==> config.mk <==
export PLATFORM = sky130hd
export DESIGN_NAME = keycode_decoder
export DESIGN_NICKNAME = d
export VERILOG_FILES = /design/src/rtl/battle_pkg.sv /design/src/rtl/ps2_rx.sv /design/src/rtl/keycode_decoder.sv
export SDC_FILE = /design/constraint.sdc
export NUM_CORES = 1
export LEC_CHECK = 0
export ABC_AREA = 0
export BUFFER_PORTS_ARGS = -buffer_cell sky130_fd_sc_hd__buf_2
export CAP_MARGIN = 5
export CORE_ASPECT_RATIO = 0.75
export CORE_MARGIN = 10
export CORE_UTILIZATION = 55
export DETAILED_ROUTE_END_ITERATION = 7
export PLACE_DENSITY = 0.72
export SETUP_SLACK_MARGIN = 0.3
export SLEW_MARGIN = 25
export SYNTH_ARGS = -nofsm -noshare
export SYNTH_HDL_FRONTEND = slang
export SYNTH_SLANG_ARGS = --single-unit
==> constraint.sdc <==
create_clock -name Clk -period 4.2 [get_ports Clk]
set_input_delay 1.26 -clock Clk [delete_from_list [all_inputs] [get_ports Clk]]
set_output_delay 1.26 -clock Clk [all_outputs]
set_load 0.01 [all_outputs]
==> src/rtl/battle_pkg.sv <==
// Shared constants for the PS/2 keyboard front end: HID usages, set-2 scancodes,
// PS/2 prefix bytes and the receiver frame state type.
package battle_pkg;

  localparam logic [7:0] KEY_NONE = 8'h00;
  localparam logic [7:0] KEY_W    = 8'h1A;
  localparam logic [7:0] KEY_A    = 8'h04;
  localparam logic [7:0] KEY_S    = 8'h16;
  localparam logic [7:0] KEY_D    = 8'h07;
  localparam logic [7:0] KEY_J    = 8'h0D;

  localparam logic [7:0] PS2_EXT  = 8'hE0;
  localparam logic [7:0] PS2_BRK  = 8'hF0;

  localparam logic [7:0] SC_W     = 8'h1D;
  localparam logic [7:0] SC_A     = 8'h1C;
  localparam logic [7:0] SC_S     = 8'h1B;
  localparam logic [7:0] SC_D     = 8'h23;
  localparam logic [7:0] SC_J     = 8'h3B;

  typedef enum logic [1:0] {
    IDLE   = 2'd0,
    DATA   = 2'd1,
    PARITY = 2'd2,
    STOP   = 2'd3
  } ps2_state_t;

  // Unmapped scancodes translate to KEY_NONE so the key table ignores them.
  function automatic logic [7:0] sc_to_usage(input logic [7:0] sc);
    logic [7:0] usage;
    case (sc)
      SC_W:    usage = KEY_W;
      SC_A:    usage = KEY_A;
      SC_S:    usage = KEY_S;
      SC_D:    usage = KEY_D;
      SC_J:    usage = KEY_J;
      default: usage = KEY_NONE;
    endcase
    return usage;
  endfunction

endpackage

==> src/rtl/ps2_rx.sv <==
// PS/2 frame receiver: pin synchronizers, falling-edge detect, start/data/parity/stop
// FSM and an inactivity watchdog that abandons partial frames.
module ps2_rx
  import battle_pkg::*;
#(
  parameter int TIMEOUT_CYCLES = 50000,
  parameter int SYNC_STAGES    = 2
) (
  input  logic       Clk,
  input  logic       Reset_n,
  input  logic       ps2_clk,
  input  logic       ps2_data,
  output logic [7:0] rx_byte,
  output logic       byte_valid,
  output logic       err
);

  localparam int WD_W = (TIMEOUT_CYCLES > 2) ? $clog2(TIMEOUT_CYCLES) : 1;
  localparam logic [WD_W-1:0] WD_LAST = WD_W'(TIMEOUT_CYCLES - 1);

  logic [SYNC_STAGES-1:0] clk_sync;
  logic [SYNC_STAGES-1:0] data_sync;
  logic                   clk_prev;
  logic                   fall;
  logic                   data_bit;

  ps2_state_t             state, state_nxt;
  logic [2:0]             cnt, cnt_nxt;
  logic [WD_W-1:0]        wdog, wdog_nxt;
  logic                   valid_nxt;
  logic                   err_nxt;
  logic                   shift_en;
  logic                   par_en;
  logic [7:0]             shreg;
  logic                   par;

  // Synchronizers idle high so a reset never looks like a falling edge.
  always_ff @(posedge Clk or negedge Reset_n) begin
    if (!Reset_n) begin
      clk_sync  <= '1;
      data_sync <= '1;
      clk_prev  <= 1'b1;
    end else begin
      clk_sync  <= {clk_sync[SYNC_STAGES-2:0], ps2_clk};
      data_sync <= {data_sync[SYNC_STAGES-2:0], ps2_data};
      clk_prev  <= clk_sync[SYNC_STAGES-1];
    end
  end

  assign fall     = clk_prev & ~clk_sync[SYNC_STAGES-1];
  assign data_bit = data_sync[SYNC_STAGES-1];

  always_ff @(posedge Clk or negedge Reset_n) begin
    if (!Reset_n) begin
      state      <= IDLE;
      cnt        <= 3'd0;
      wdog       <= '0;
      byte_valid <= 1'b0;
      err        <= 1'b0;
    end else begin
      state      <= state_nxt;
      cnt        <= cnt_nxt;
      wdog       <= wdog_nxt;
      byte_valid <= valid_nxt;
      err        <= err_nxt;
    end
  end

  always_ff @(posedge Clk) begin
    if (shift_en) shreg <= {data_bit, shreg[7:1]};
    if (par_en)   par   <= data_bit;
  end

  // An edge arriving on the expiry cycle takes priority over the timeout.
  always_comb begin
    state_nxt = state;
    cnt_nxt   = cnt;
    wdog_nxt  = wdog;
    valid_nxt = 1'b0;
    err_nxt   = 1'b0;
    shift_en  = 1'b0;
    par_en    = 1'b0;
    if (fall) begin
      wdog_nxt = '0;
      case (state)
        IDLE: begin
          if (!data_bit) begin
            state_nxt = DATA;
            cnt_nxt   = 3'd0;
          end else begin
            err_nxt = 1'b1;
          end
        end
        DATA: begin
          shift_en = 1'b1;
          cnt_nxt  = cnt + 3'd1;
          if (cnt == 3'd7) state_nxt = PARITY;
        end
        PARITY: begin
          par_en    = 1'b1;
          state_nxt = STOP;
        end
        STOP: begin
          if (data_bit && (^{shreg, par})) valid_nxt = 1'b1;
          else                             err_nxt   = 1'b1;
          state_nxt = IDLE;
        end
        default: state_nxt = IDLE;
      endcase
    end else if (state == IDLE) begin
      wdog_nxt = '0;
    end else if (wdog == WD_LAST) begin
      state_nxt = IDLE;
      err_nxt   = 1'b1;
      wdog_nxt  = '0;
    end else begin
      wdog_nxt = wdog + WD_W'(1);
    end
  end

  assign rx_byte = shreg;

endmodule

==> src/rtl/keycode_decoder.sv <==
// PS/2 set-2 keyboard front end producing the two-slot HID keycode word
// consumed by the tank and bullet movement logic.
module keycode_decoder
  import battle_pkg::*;
#(
  parameter int TIMEOUT_CYCLES = 50000,
  parameter int SYNC_STAGES    = 2
) (
  input  logic        Clk,
  input  logic        Reset_n,
  input  logic        ps2_clk,
  input  logic        ps2_data,
  output logic [15:0] keycode,
  output logic        key_valid,
  output logic        frame_err
);

  logic [7:0]  rx_byte;
  logic        byte_valid;
  logic        rx_err;

  logic        ext;
  logic        brk;
  logic [7:0]  slot0, slot0_nxt;
  logic [7:0]  slot1, slot1_nxt;
  logic [7:0]  usage;
  logic        is_prefix;
  logic [15:0] keycode_p1;

  ps2_rx #(
    .TIMEOUT_CYCLES(TIMEOUT_CYCLES),
    .SYNC_STAGES   (SYNC_STAGES)
  ) u_rx (
    .Clk       (Clk),
    .Reset_n   (Reset_n),
    .ps2_clk   (ps2_clk),
    .ps2_data  (ps2_data),
    .rx_byte   (rx_byte),
    .byte_valid(byte_valid),
    .err       (rx_err)
  );

  assign is_prefix = (rx_byte == PS2_EXT) || (rx_byte == PS2_BRK);
  assign usage     = ext ? KEY_NONE : sc_to_usage(rx_byte);

  // Break of slot0 shifts slot1 down so a lone held key is always in the low byte.
  always_comb begin
    slot0_nxt = slot0;
    slot1_nxt = slot1;
    if (byte_valid && !is_prefix && (usage != KEY_NONE)) begin
      if (!brk) begin
        if ((usage != slot0) && (usage != slot1)) begin
          if (slot0 == KEY_NONE)      slot0_nxt = usage;
          else if (slot1 == KEY_NONE) slot1_nxt = usage;
        end
      end else if (slot1 == usage) begin
        slot1_nxt = KEY_NONE;
      end else if (slot0 == usage) begin
        slot0_nxt = slot1;
        slot1_nxt = KEY_NONE;
      end
    end
  end

  always_ff @(posedge Clk or negedge Reset_n) begin
    if (!Reset_n) begin
      ext        <= 1'b0;
      brk        <= 1'b0;
      slot0      <= KEY_NONE;
      slot1      <= KEY_NONE;
      keycode_p1 <= 16'h0000;
      key_valid  <= 1'b0;
    end else begin
      if (rx_err) begin
        ext <= 1'b0;
        brk <= 1'b0;
      end else if (byte_valid) begin
        if (rx_byte == PS2_EXT) begin
          ext <= 1'b1;
        end else if (rx_byte == PS2_BRK) begin
          brk <= 1'b1;
        end else begin
          ext <= 1'b0;
          brk <= 1'b0;
        end
      end
      slot0      <= slot0_nxt;
      slot1      <= slot1_nxt;
      // key_valid lands one cycle after the new keycode becomes visible.
      keycode_p1 <= keycode;
      key_valid  <= (keycode != keycode_p1);
    end
  end

  assign keycode   = {slot1, slot0};
  assign frame_err = rx_err;

endmodule

Yosys cells after proc, flatten, opt, wreduce, memory -nomap -nowiden
Cells that the tools add are included.
{"block": "classes", "add_sub_neg": 2, "n_eq_ne": 26, "mux": 45, "bitwise_logic": 2, "n_reduce_logical": 23}
{"cell": "$mux 8", "count": 12}
{"cell": "$mux 16", "count": 3}
{"cell": "$pmux 5 s5", "count": 1}
{"cell": "$eq 8x5->1 const B", "count": 3}
{"cell": "$mux 1", "count": 20}
{"cell": "$add 16x1->16 const B", "count": 1}
{"cell": "$eq 16x16->1 const B", "count": 1}
{"cell": "$eq 8x6->1 const B", "count": 2}
{"cell": "$eq 8x8->1", "count": 2}
{"cell": "$eq 8x8->1 const B", "count": 2}
{"cell": "$logic_not 8->1", "count": 2}
{"cell": "$ne 16x16->1", "count": 1}
{"cell": "$ne 8x8->1", "count": 2}
{"cell": "$reduce_bool 2->1", "count": 6}
{"cell": "$mux 2", "count": 5}
{"cell": "$reduce_and 5->1", "count": 2}
{"cell": "$reduce_xor 9->1", "count": 1}
{"cell": "$pmux 2 s4", "count": 1}
{"cell": "$reduce_bool 8->1", "count": 1}
{"cell": "$ne 2x1->1 const B", "count": 3}
{"cell": "$ne 2x2->1 const B", "count": 3}
{"cell": "$pmux 3 s2", "count": 1}
{"cell": "$eq 2x2->1 const B", "count": 2}
{"cell": "$logic_and 1x1->1", "count": 4}
{"cell": "other kinds (16)", "count": 17}
{"block": "word_totals", "regBits": 72, "in_bits": 4, "out_inout_bits": 18, "word_cells": 114}

Depth between registers and ports, before layout
Gate-level depths: netlist of the first run.
{"block": "logic_depth", "ltp_word": 7, "ltp_mapped": 10, "depth_no_buf": 8}

By module
A second synthesis of the first run with hierarchy kept.
{"block": "hier_totals", "cells_unflattened": 319, "area_unflattened_um2": 3435.8}
{"mod": "ps2_rx", "n_inst": 1, "cells_each": 149, "area_each_um2": 1747.9, "seq_area_each_um2": 977.2}
{"mod": "keycode_decoder", "n_inst": 1, "cells_each": 170, "area_each_um2": 1687.9, "seq_area_each_um2": 575.6}

Least setup slack after synthesis of the first run
Ideal clock, no wire load.
{"block": "synth_timing", "path_type": "register to register", "startpoint": "reg u_rx.shreg[7], in the netlist u_rx.rx_byte[7]", "endpoint": "reg slot0[4]", "setup_time_ns": 0.087, "arrival_ns": 2.620, "path_slack_ns": 1.493, "path_stages_with_launch": 11, "n_path_buf": 2, "synth_period_minus_slack_ns": 2.707, "path_cell_list": "edfxtp_1 > or3_1 > buf_6 > or4b_4 > buf_6 > xor2_1 > nand3_1 > o31ai_2 > nor2_4 > mux2i_1 > a22oi_1"}
{"block": "synth_between", "elab_chain_cells": 7, "word_cells_on_any_way": 26, "classes_between": "eq/ne (13); mux (5); reduce/logical (8)"}
{"item": "start, declared", "line_no": "ps2_rx.sv:34", "source": "logic [7:0] shreg;"}
{"item": "start signal, assigned", "line_no": "ps2_rx.sv:70", "source": "if (shift_en) shreg <= {data_bit, shreg[7:1]};"}
{"item": "$eq 8x6->1 / $eq 8x5->1 (equally long branches)", "line_no": "battle_pkg.sv:31", "source": "case (sc)"}
{"item": "$pmux 5 s5", "line_no": "battle_pkg.sv:31"}
{"item": "$mux 8", "line_no": "keycode_decoder.sv:44", "source": "assign usage = ext ? KEY_NONE : sc_to_usage(rx_byte);"}
{"item": "$ne 8x8->1", "line_no": "keycode_decoder.sv:52", "source": "if ((usage != slot0) && (usage != slot1)) begin"}
{"item": "$logic_and 1x1->1", "line_no": "keycode_decoder.sv:52"}
{"item": "$reduce_bool 2->1 (no line)"}
{"item": "$reduce_and 5->1 (no line)"}
{"item": "end signal, assigned", "line_no": "keycode_decoder.sv:87", "source": "slot0 <= slot0_nxt;"}
{"item": "end, declared", "line_no": "keycode_decoder.sv:24", "source": "logic [7:0] slot0, slot0_nxt;"}
Several ways; a longest one is shown, not always the timed one. The select of a mux whose other input is x is not followed.
A chain may end at the register's enable or synchronous reset.

Worst setup path in the final report of the first run
{"block": "layout_timing", "startpoint": "reg u_rx.shreg[6], in the netlist u_rx.rx_byte[6]", "endpoint": "reg slot0[4]"}
Same word-level chain as after synthesis.

==> results.yml, run 1 <==
grt:
  grt_pass1_wl_um: 10110
  grt_overall_usage: 0.1371
  grt_pass1_vias: 2061
  grt.overflow.total: 0
  maximum_number_of_pins_on_one_net_before_global_route_repair: 50
  antenna_found_initial: 0
timing:
  fmaxAchievable_ghz: 0.3461
  unrepaired_setup_endpoints_after_global_routing: "false"
  slew_violations: 0
  timing_hold_violations_final: 0
  worst_slew_pin_slew_ns: 0.8598
  min_period_ns: 2.889
  report.final.setup_viol: 0
  setup_total_negative_slack_ns: 0
  period_share: 0.6879
  relSlewSlack: 0.4256
  largest_clock_skew_in_the_final_design_ns: 0.007234
clock_network:
  insertion_delay_ns: 0.34
  cts_hold_buffers: 0
  clk_pin_slew_worst_paths_ns: 0.07
  cts_max_path_buffers: 2
  cts_root_buffer: "sky130_fd_sc_hd__clkbuf_8"
  buffers_inserted_by_post_cts_timing_repair: 0
  cts_repair_resized_insts: 0
  cts_made_buffers: 9
  clock_tree.htree_level_count: 3
  cts_tree: "yes"
  clkSinkCount: 60
logic_synthesis:
  ys_dominant_reg_cell: "sky130_fd_sc_hd__dfrtp_1"
  synth-seq-area-share: 0.5000
  synthArstFlopShare: 0.8500
  syn_inst: 281
  warning_count_from_the_yosys_run: 0
  synthDominantAreaCellType: "sky130_fd_sc_hd__dfrtp_1"
  synth_area_mm2: 0.003105
  post_synth_edffs: 9
  synthTopCellsByArea: "sky130_fd_sc_hd__dfrtp_1 (37%), sky130_fd_sc_hd__edfxtp_1 (8.7%), sky130_fd_sc_hd__xnor2_1 (5.4%)"
  synth.avg_cell_area_um2: 11.05
  post-synth-top-area-fraction: 0.3707
  netlist-cell-type-count: 59
  synth-seq-cells: 60
run_status:
  result_of_the_run: "complete, no violations"
final_layout:
  area_delta_synth_final_pct: 9.508
  final_layout_size_suffix_gt1_frac: 0.1645
  antennaDiodeCount: 0
  finalNetCount: 311
  final_util: 0.6286
routing:
  antenna_violating_nets_post_route: 0
  routed_via_density: 5.559
  drt-pass1-iter-count: 4
  route.detailed.drc: 0
  avgRoutedWirePerCell_um: 15.65
  detailedRoute.firstIterationViolations: 89
  overall_routed_net_length_um: 5930
  num_vias: 2107
worst_setup_path:
  worst-endpoint-required_ns: 4.45
  critical_path_arrival_ns: 3.14
  worstPathCellList: "or3_1 -> or4b_4 -> xor2_1 -> nand3_1 -> o31ai_2 -> nor2_4 -> mux2i_1 -> a22oi_1"
  timing.critical_path.from_type: "flip-flop"
  crit_end_element: "flip-flop"
  critical_path.max_fanout: 7
  max_stage_delay_ns: 0.63
  slack_of_the_worst_reg_to_reg_path_ns: 1.31
  critical-path-slowest-cell: "sky130_fd_sc_hd__or4b_4"
  timing.setup.critical_path_class: "flip-flop to flip-flop"
placement:
  port-buffer-count: 15
  gpl.final_weighted_congestion: 0.8351
  hpwl_after_dpl_um: 4175
floorplan:
  std_cell_rows: 23
  floorplan.initialDensity: 0.5740
  die_area_mm2: 0.009083
  boundaryPins: 22
  die_height_um: 85.08
  core_area_mm2: 0.005410
  die_w_um: 106.8
power_and_ir_drop:
  powerDensity_mw_per_mm2: 388.1
  leakage_uw: 0.001386
  peakVddDrop_uv: 270.5
worst_hold_path:
  min_path_type: "flip-flop to flip-flop"
run:
  max_cap_viol_count: 0
[where the power goes]
group          leakage (µW)  switching, µW  internal (µW)
Combinational      0.000568            122           65.6
Sequential         0.000722           28.9            624
Clock             0.0000961            221            259
Total               0.00139            371            949
[Yosys cell counts, drive strengths merged, types with 2 or more instances]
| library cell | number |
|---|---|
| a22oi | 6 |
| nand3b | 2 |
| nor4b | 3 |
| nor2b | 2 |
| edfxtp | 9 |
| nand2b | 6 |
| nand3 | 11 |
| and2 | 7 |
| ha | 7 |
| mux2i | 6 |
| and3 | 5 |
| a22o | 2 |
| buf | 9 |
| xor2 | 20 |
| dfrtp | 46 |
| nand2 | 16 |
| a21oi | 6 |
| o2bb2ai | 4 |
| a21boi | 3 |
| o21bai | 5 |
| xnor2 | 19 |
| inv | 4 |
| nor4 | 5 |
| nand4 | 4 |
| or2 | 2 |
| clkbuf | 4 |
| or4 | 2 |
| dfstp | 5 |
| or3b | 2 |
| nor3 | 3 |
| o21ai | 8 |
| nor2 | 31 |
| or3 | 2 |
[sequential cells by signal (all words and copies together) (netlist names), 3 cells and up]
signal / count
u_rx.wdog: 16
keycode_p1: 10
u_rx.rx_byte: 8
slot0: 5
slot1: 5
u_rx.cnt: 3
[critical path, delay by kind of cell, from the launching register on]
family	cells	cell delay, ns
DFF	1	0.46
xor gates and xnor gates	1	0.16
muxes	1	0.14
AOI/OAI and AO/OA	2	0.67
and+or+nand+nor	4	1.37
[final timing paths]
check,from,to,cells past startpoint
setup / recovery,u_rx.rx_byte[6],slot0[4],8
hold / removal,u_rx.data_sync[0],u_rx.data_sync[1],0
setup reg to reg,u_rx.rx_byte[6],slot0[4],8
hold reg to reg,u_rx.data_sync[0],u_rx.data_sync[1],0
max in group asynchronous,Reset_n,u_rx.clk_prev,2
min in group asynchronous,Reset_n,u_rx.wdog[12],1
[stage by stage]
stage	total power [µW]	std cells	setup slack, ns	cell area, µm²	hold slack [ns]
floorplan	799.3	286	1.493	3124	0.3452
global placement	840.2	364	1.430	3213	0.3453
detailed placement	849.1	364	1.319	3216	0.3511
CTS	1334	379	1.315	3401	0.3547
global route	1379	379	1.123	3401	0.3565
finish	1320	379	1.311	3401	0.3511
[cells by family after synthesis]
| kind of cell | synth area share |
|---|---|
| adder cells (fa/ha/maj) | 0.02820 |
| other | 0.001208 |
| AO/OA/AOI/OAI | 0.1144 |
| flip-flops | 0.5000 |
| AND/OR/NAND/NOR | 0.1914 |
| XOR/XNOR | 0.1124 |
| buffers and inverters | 0.03303 |
| multiplexers | 0.01934 |
[layer usage]
metal	GRT usage	share of wire	up-vias	routed length (µm)
met2	0.1967	0.43	42	2568
li1	-	-	1020	-
met3	0.05060	0.054	10	320
met4	0.04540	0.013	0	78
met5	0	0	-	0
met1	0.1863	0.50	1035	2962
[layout make-up]
type / instances / area, µm²
inverter: 4 / 15.01
tap: 75 / 93.84
clock buffer: 11 / 162.7
multi-input combinational: 209 / 1469
sequential: 60 / 1553
clock inverter: 4 / 22.52
fill: 458 / 2009
timing repair buffer: 16 / 85.08
[cells in the final DEF, fill, tap and decap left out, drive strengths merged, types with 3 or more instances in the layout]
cell type / instances
dfrtp: 46
mux2i: 6
nand2b: 6
a21boi: 3
conb: 6
buf: 16
o21ai: 8
xnor2: 19
clkinv: 3
ha: 7
nand3: 11
clkbuf: 11
nor3: 3
nor4: 5
a21oi: 6
nand2: 16
xor2: 20
inv: 4
a22oi: 6
nand4: 4
nor2: 31
nor4b: 3
o2bb2ai: 4
o21bai: 5
dfstp: 5
and2: 7
edfxtp: 9
and3: 5
Note: power is estimated with default switching activity, not from simulation.
==> run 2, diff against run 1 <==
--- a/config.mk
+++ b/config.mk
@@ -10,9 +10,9 @@
 export CAP_MARGIN = 5
 export CORE_ASPECT_RATIO = 0.75
 export CORE_MARGIN = 10
-export CORE_UTILIZATION = 55
+export CORE_UTILIZATION = 54
 export DETAILED_ROUTE_END_ITERATION = 7
-export PLACE_DENSITY = 0.72
+export PLACE_DENSITY = 0.73
 export SETUP_SLACK_MARGIN = 0.3
 export SLEW_MARGIN = 25
 export SYNTH_ARGS = -nofsm -noshare
==> constraint.sdc (replaced) <==
create_clock -name Clk -period 2.4 [get_ports Clk]
set_input_delay 0.72 -clock Clk [delete_from_list [all_inputs] [get_ports Clk]]
set_output_delay 0.72 -clock Clk [all_outputs]
set_load 0.01 [all_outputs]
==> run 2 against run 1 <==
Compared with the run above: the run now ends with negative setup slack left; cell area increased by 11%; die area is 1.5% higher; via count grew 8.9%; clock-buffer cell count is 2 lower; global-route usage is 1.3 points higher; combinational power is 98% higher; clock skew is 0.00097 ns higher; sequential power up 73%; final cell count up 9.0%; critical path depth rose by 1; register-to-register slack lost 1.6 ns; clock power up 100%.
==> results.yml, run 2 (same netlist as run 1, synthesis figures left out) <==
placement:
  hpwl_after_dpl_um: 4569
  post-place-cells: 393
  port-buffer-count: 15
  gpl.final_weighted_congestion: 0.8325
  preCtsSetupSlack_ns: -0.2493
run_status:
  failed_checks: "negative setup slack"
  result_of_the_run: "complete, but fails checks"
final_layout:
  top_reg_by_flops: "u_rx.wdog"
  final_common_cell: "sky130_fd_sc_hd__dfrtp_1"
  final_layout_size_suffix_gt1_frac: 0.2899
  seq_area_mm2: 0.001553
  area_delta_synth_final_pct: 21.60
  fillCellCount: 421
  multi_input_area_mm2: 0.001570
  most-common-layout-cells: "sky130_fd_sc_hd__dfrtp_1 (46), sky130_fd_sc_hd__buf_4 (34), sky130_fd_sc_hd__nor2_1 (30)"
  finalNetCount: 344
  final-instance-count-excl-fill: 413
  flip_flop_count_of_the_largest_register_after_layout: 16
  antennaDiodeCount: 0
  final_util: 0.6906
grt:
  maximum_number_of_pins_on_one_net_before_global_route_repair: 52
  grt_overall_usage: 0.1503
  grt.overflow.total: 0
  grt_pass1_vias: 2277
  grt_pass1_wl_um: 11070
  antenna_found_initial: 0
floorplan:
  die_area_mm2: 0.009216
  floorplan.initialDensity: 0.5680
  die_height_um: 85.68
  std_cell_rows: 23
  boundaryPins: 22
  core_area_mm2: 0.005468
  die_w_um: 107.6
worst_setup_path:
  timing.critical_path.from_type: "flip-flop"
  timing.setup.critical_path_class: "flip-flop to flip-flop"
  slack_of_the_worst_reg_to_reg_path_ns: -0.25
  worst_r2r_path_depth: 9
  crit_end_element: "flip-flop"
  critical_path_arrival_ns: 2.87
  critical_path.max_fanout: 5
  worst-endpoint-required_ns: 2.62
routing:
  drt-pass1-iter-count: 4
  num_vias: 2294
  avgRoutedWirePerCell_um: 16.23
  antenna_violating_nets_post_route: 0
  routed_via_density: 5.554
  route.detailed.drc: 0
  overall_routed_net_length_um: 6705
  detailedRoute.firstIterationViolations: 101
clock_network:
  insertion_delay_ns: 0.34
  cts_tree: "yes"
  clkSinkCount: 60
  cts_max_path_buffers: 2
  cts_root_buffer: "sky130_fd_sc_hd__clkbuf_8"
  clock_tree.htree_level_count: 3
  cts_made_buffers: 9
  clk_pin_slew_worst_paths_ns: 0.07
run:
  max_cap_viol_count: 0
power_and_ir_drop:
  powerDensity_mw_per_mm2: 658.4
  leakage_uw: 0.001591
  peakVddDrop_uv: 563.3
timing:
  finalHoldWorstSlack_ns: 0.3567
  min_period_ns: 2.649
  slew_violations: 0
  relSlewSlack: 0.5845
  setup_total_negative_slack_ns: -2.311
  period_share: 1.104
  report.final.setup_viol: 10
  post-route-worst-setup-slack_ns: -0.2490
  fmaxAchievable_ghz: 0.3775
  timing_hold_violations_final: 0
  unrepaired_setup_endpoints_after_global_routing: "true"
  worst_slew_pin_slew_ns: 0.6233
  largest_clock_skew_in_the_final_design_ns: 0.008206
worst_hold_path:
  hold_path_depth: 0
  min_path_type: "flip-flop to flip-flop"
## run 2: cell count changes in the layout (fill, tap and decap cells not counted), moves of 2 or more
cell / change
sky130_fd_sc_hd__a22oi_2: +2
sky130_fd_sc_hd__bufinv_16: +2
sky130_fd_sc_hd__nand3_2: +3
sky130_fd_sc_hd__o2bb2ai_2: +2
sky130_fd_sc_hd__a22oi_1: -2
sky130_fd_sc_hd__o2bb2ai_1: -2
sky130_fd_sc_hd__buf_4: +32
sky130_fd_sc_hd__nand3_1: -3
## run 2: per-layer routing
metal / wire [µm] / up-vias / track usage / part of all wire
met2: 3093 / 51 / 0.2256 / 0.46
met1: 3190 / 1143 / 0.1945 / 0.48
met5: 0 / - / 0 / 0
met3: 286 / 15 / 0.04858 / 0.043
li1: - / 1085 / - / -
met4: 135 / 0 / 0.06416 / 0.020
## run 2: report_power, final
group / internal (µW) / switching [µW]
clock network: 581 / 401
registers: 1090 / 43.2
logic: 141 / 230
total: 1810 / 674
## run 2: layout make-up
class / instances / share of cell area
well taps: 75 / 0.02485
flip-flops and latches: 60 / 0.4112
inverters: 4 / 0.003976
clock inverters: 7 / 0.02386
multi-input cells: 209 / 0.4158
repair buffers: 49 / 0.08748
clock buffers: 9 / 0.03280
## run 2: path summary, 6_finish.rpt
kind,start,end
max,ext,slot1[0]
min,u_rx.data_sync[0],u_rx.data_sync[1]
max reg2reg,ext,slot1[0]
min reg2reg,u_rx.data_sync[0],u_rx.data_sync[1]
max in group asynchronous,Reset_n,u_rx.state[1]
min in group asynchronous,Reset_n,u_rx.wdog[15]
## run 2: repair_timing
action | in CTS | in global routing
gates resized for setup | 5 | 9
setup buffers | 0 | 4
hold buffers | 0 | 0
pin swaps | 5 | 9
endpoints found under the setup margin | 10 | 12
## run 2: stage by stage
step | power (µW) | area (µm²)
after global placement | 1494 | 3460
after detailed placement | 1511 | 3460
after global routing | 2613 | 3776
after floorplan | 1400 | 3153
final | 2486 | 3776
after CTS | 2502 | 3699
## run 2: worst max-delay path, stage by stage (launching register included)
cell	delay [ns]
sky130_fd_sc_hd__dfrtp_1	0.38
sky130_fd_sc_hd__or3_4	0.42
sky130_fd_sc_hd__or4b_4	0.59
sky130_fd_sc_hd__o41ai_4	0.11
sky130_fd_sc_hd__buf_4	0.19
sky130_fd_sc_hd__o21ai_1	0.08
sky130_fd_sc_hd__and3_4	0.22
sky130_fd_sc_hd__or2_1	0.24
sky130_fd_sc_hd__a21boi_4	0.15
sky130_fd_sc_hd__o2bb2ai_1	0.15
==> run 3, diff against run 2 <==
--- a/config.mk
+++ b/config.mk
@@ -13,6 +13,7 @@
 export CORE_UTILIZATION = 54
 export DETAILED_ROUTE_END_ITERATION = 7
 export PLACE_DENSITY = 0.73
+export REMOVE_ABC_BUFFERS = 1
 export SETUP_SLACK_MARGIN = 0.3
 export SLEW_MARGIN = 25
 export SYNTH_ARGS = -nofsm -noshare
==> run 3 against run 2 <==
Compared with the run above: the flow still finishes with violations (negative setup slack); first-iteration DRC count down 36%; core utilization up 0.21 points; clock power down 7.0%.
==> results.yml, run 3 (same netlist as run 1, synthesis figures left out) <==
run_status:
  result_of_the_run: "complete, but fails checks"
  failed_checks: "negative setup slack"
timing:
  period_share: 1.105
  largest_clock_skew_in_the_final_design_ns: 0.008267
  unrepaired_setup_endpoints_after_global_routing: "true"
  report.final.setup_viol: 10
  finalHoldWorstSlack_ns: 0.3560
  worst_slew_pin_slew_ns: 0.5307
  min_period_ns: 2.652
  post-route-worst-setup-slack_ns: -0.2518
  relSlewSlack: 0.6462
  fmaxAchievable_ghz: 0.3771
  slew_violations: 0
  setup_total_negative_slack_ns: -2.113
  timing_hold_violations_final: 0
final_layout:
  antennaDiodeCount: 0
  final_layout_size_suffix_gt1_frac: 0.2912
  seq_area_mm2: 0.001553
  top_reg_by_flops: "u_rx.wdog"
  flip_flop_count_of_the_largest_register_after_layout: 16
  final_cell_area_mm2: 0.003787
  finalNetCount: 346
  area_delta_synth_final_pct: 21.96
  multi_input_area_mm2: 0.001567
  fillCellCount: 424
  final-instance-count-excl-fill: 415
  final_common_cell: "sky130_fd_sc_hd__dfrtp_1"
  most-common-layout-cells: "sky130_fd_sc_hd__dfrtp_1 (46), sky130_fd_sc_hd__buf_4 (35), sky130_fd_sc_hd__nor2_1 (29)"
worst_setup_path:
  worst-endpoint-required_ns: 2.62
  crit_end_element: "flip-flop"
  timing.setup.critical_path_class: "flip-flop to flip-flop"
  critical_path_arrival_ns: 2.87
  critical_path.max_fanout: 4
  timing.critical_path.from_type: "flip-flop"
routing:
  detailedRoute.firstIterationViolations: 65
  drt-pass1-iter-count: 4
  antenna_violating_nets_post_route: 0
  avgRoutedWirePerCell_um: 15.28
  num_vias: 2190
  overall_routed_net_length_um: 6343
  route.detailed.drc: 0
  routed_via_density: 5.277
power_and_ir_drop:
  net-switching-power_uw: 640.9
  seqPwrFrac: 0.467
  leakage_uw: 0.001607
  clock_power_share: 0.376
  report.power.total_uw: 2422
  power_frac_comb: 0.156
  intPower_uw: 1781
  power_switching_share: 0.2646
  peakVddDrop_uv: 553.1
  powerDensity_mw_per_mm2: 639.5
clock_network:
  cts_root_buffer: "sky130_fd_sc_hd__clkbuf_8"
  cts_tree: "yes"
  cts_made_buffers: 9
  cts_max_path_buffers: 2
  insertion_delay_ns: 0.34
  clkSinkCount: 60
  clk_pin_slew_worst_paths_ns: 0.06
  cts_hold_buffers: 0
  clock_tree.htree_level_count: 3
floorplan:
  core_area_mm2: 0.005468
  die_height_um: 85.68
  die_w_um: 107.6
  boundaryPins: 22
  die_area_mm2: 0.009216
  std_cell_rows: 23
  floorplan.initialDensity: 0.5680
placement:
  port-buffer-count: 15
  hpwl_after_dpl_um: 4301
  gpl.final_weighted_congestion: 0.8743
  dpl_cell_area_mm2: 0.003436
  post-place-cells: 392
grt:
  grt_pass1_vias: 2174
  grt.overflow.total: 0
  antenna_found_initial: 0
  maximum_number_of_pins_on_one_net_before_global_route_repair: 52
  grt_pass1_wl_um: 10540
  grt_overall_usage: 0.1421
worst_hold_path:
  min_path_type: "flip-flop to flip-flop"
run:
  max_cap_viol_count: 0
==> run 3: layer usage <==
metal  track usage  routed length, µm  vias up
met5             0                  0        -
met4       0.04964                 50        0
li1              -                  -     1082
met2        0.2097               2859       42
met3       0.05830                358        8
met1        0.1834               3074     1058
==> run 3: area by class of cell <==
| type | count | share of cell area |
|---|---|---|
| well taps | 75 | 0.02478 |
| repair buffers | 51 | 0.09448 |
| clock inverters | 3 | 0.01123 |
| inverters | 4 | 0.003964 |
| clock buffers | 13 | 0.04196 |
| flip-flops and latches | 60 | 0.4100 |
| multi-input cells | 209 | 0.4136 |
==> run 3: path summary, 6_finish.rpt <==
check | startpoint | end | slack (ns) | cells past startpoint
worst min-delay path | u_rx.data_sync[0] | u_rx.data_sync[1] | 0.36 | 0
min in group asynchronous | Reset_n | keycode_p1[2] | 0.37 | 2
worst min register to register | u_rx.data_sync[0] | u_rx.data_sync[1] | 0.36 | 0
worst max-delay path | u_rx.rx_byte[7] | slot1[1] | -0.25 | 9
worst max register to register | u_rx.rx_byte[7] | slot1[1] | -0.25 | 9
max in group asynchronous | Reset_n | u_rx.data_sync[1] | 1.74 | 2
==> run 3: worst max-delay path, cell delays in order, from the launching register on <==
cell and delay (ns):
sky130_fd_sc_hd__edfxtp_1 0.40, sky130_fd_sc_hd__or3_4 0.42, sky130_fd_sc_hd__or4b_4 0.58, sky130_fd_sc_hd__o41ai_4 0.10
sky130_fd_sc_hd__xor2_2 0.28, sky130_fd_sc_hd__nor3_2 0.09, sky130_fd_sc_hd__buf_4 0.15, sky130_fd_sc_hd__or2_4 0.23
sky130_fd_sc_hd__a21boi_4 0.14, sky130_fd_sc_hd__o2bb2ai_2 0.14
==> run 3: repair_timing <==
action | in CTS | in global routing
pin swaps | 5 | 4
resized for setup | 11 | 9
hold endpoints to repair | 0 | 0
setup endpoints to repair | 10 | 11
buffers inserted | 4 | 3
==> run 3: power groups by stage <==
| stage | logic, µW | clock network, µW | registers (µW) |
|---|---|---|---|
| after global placement | 354 | 0 | 1150 |
| after CTS | 371 | 947 | 1130 |
| after global routing | 432 | 993 | 1140 |
| after floorplan | 234 | 0 | 1150 |
| after detailed placement | 362 | 0 | 1150 |
| final | 379 | 912 | 1130 |
==> run 3: stage by stage <==
step | utilization | setup slack [ns]
3_5_place_dp | 0.6284 | -0.2251
4_1_cts | 0.6808 | -0.1456
2_1_floorplan | - | -0.2578
6_report | 0.6927 | -0.2518
3_3_place_gp | 0.6284 | -0.1934
5_1_grt | 0.6927 | -0.3046
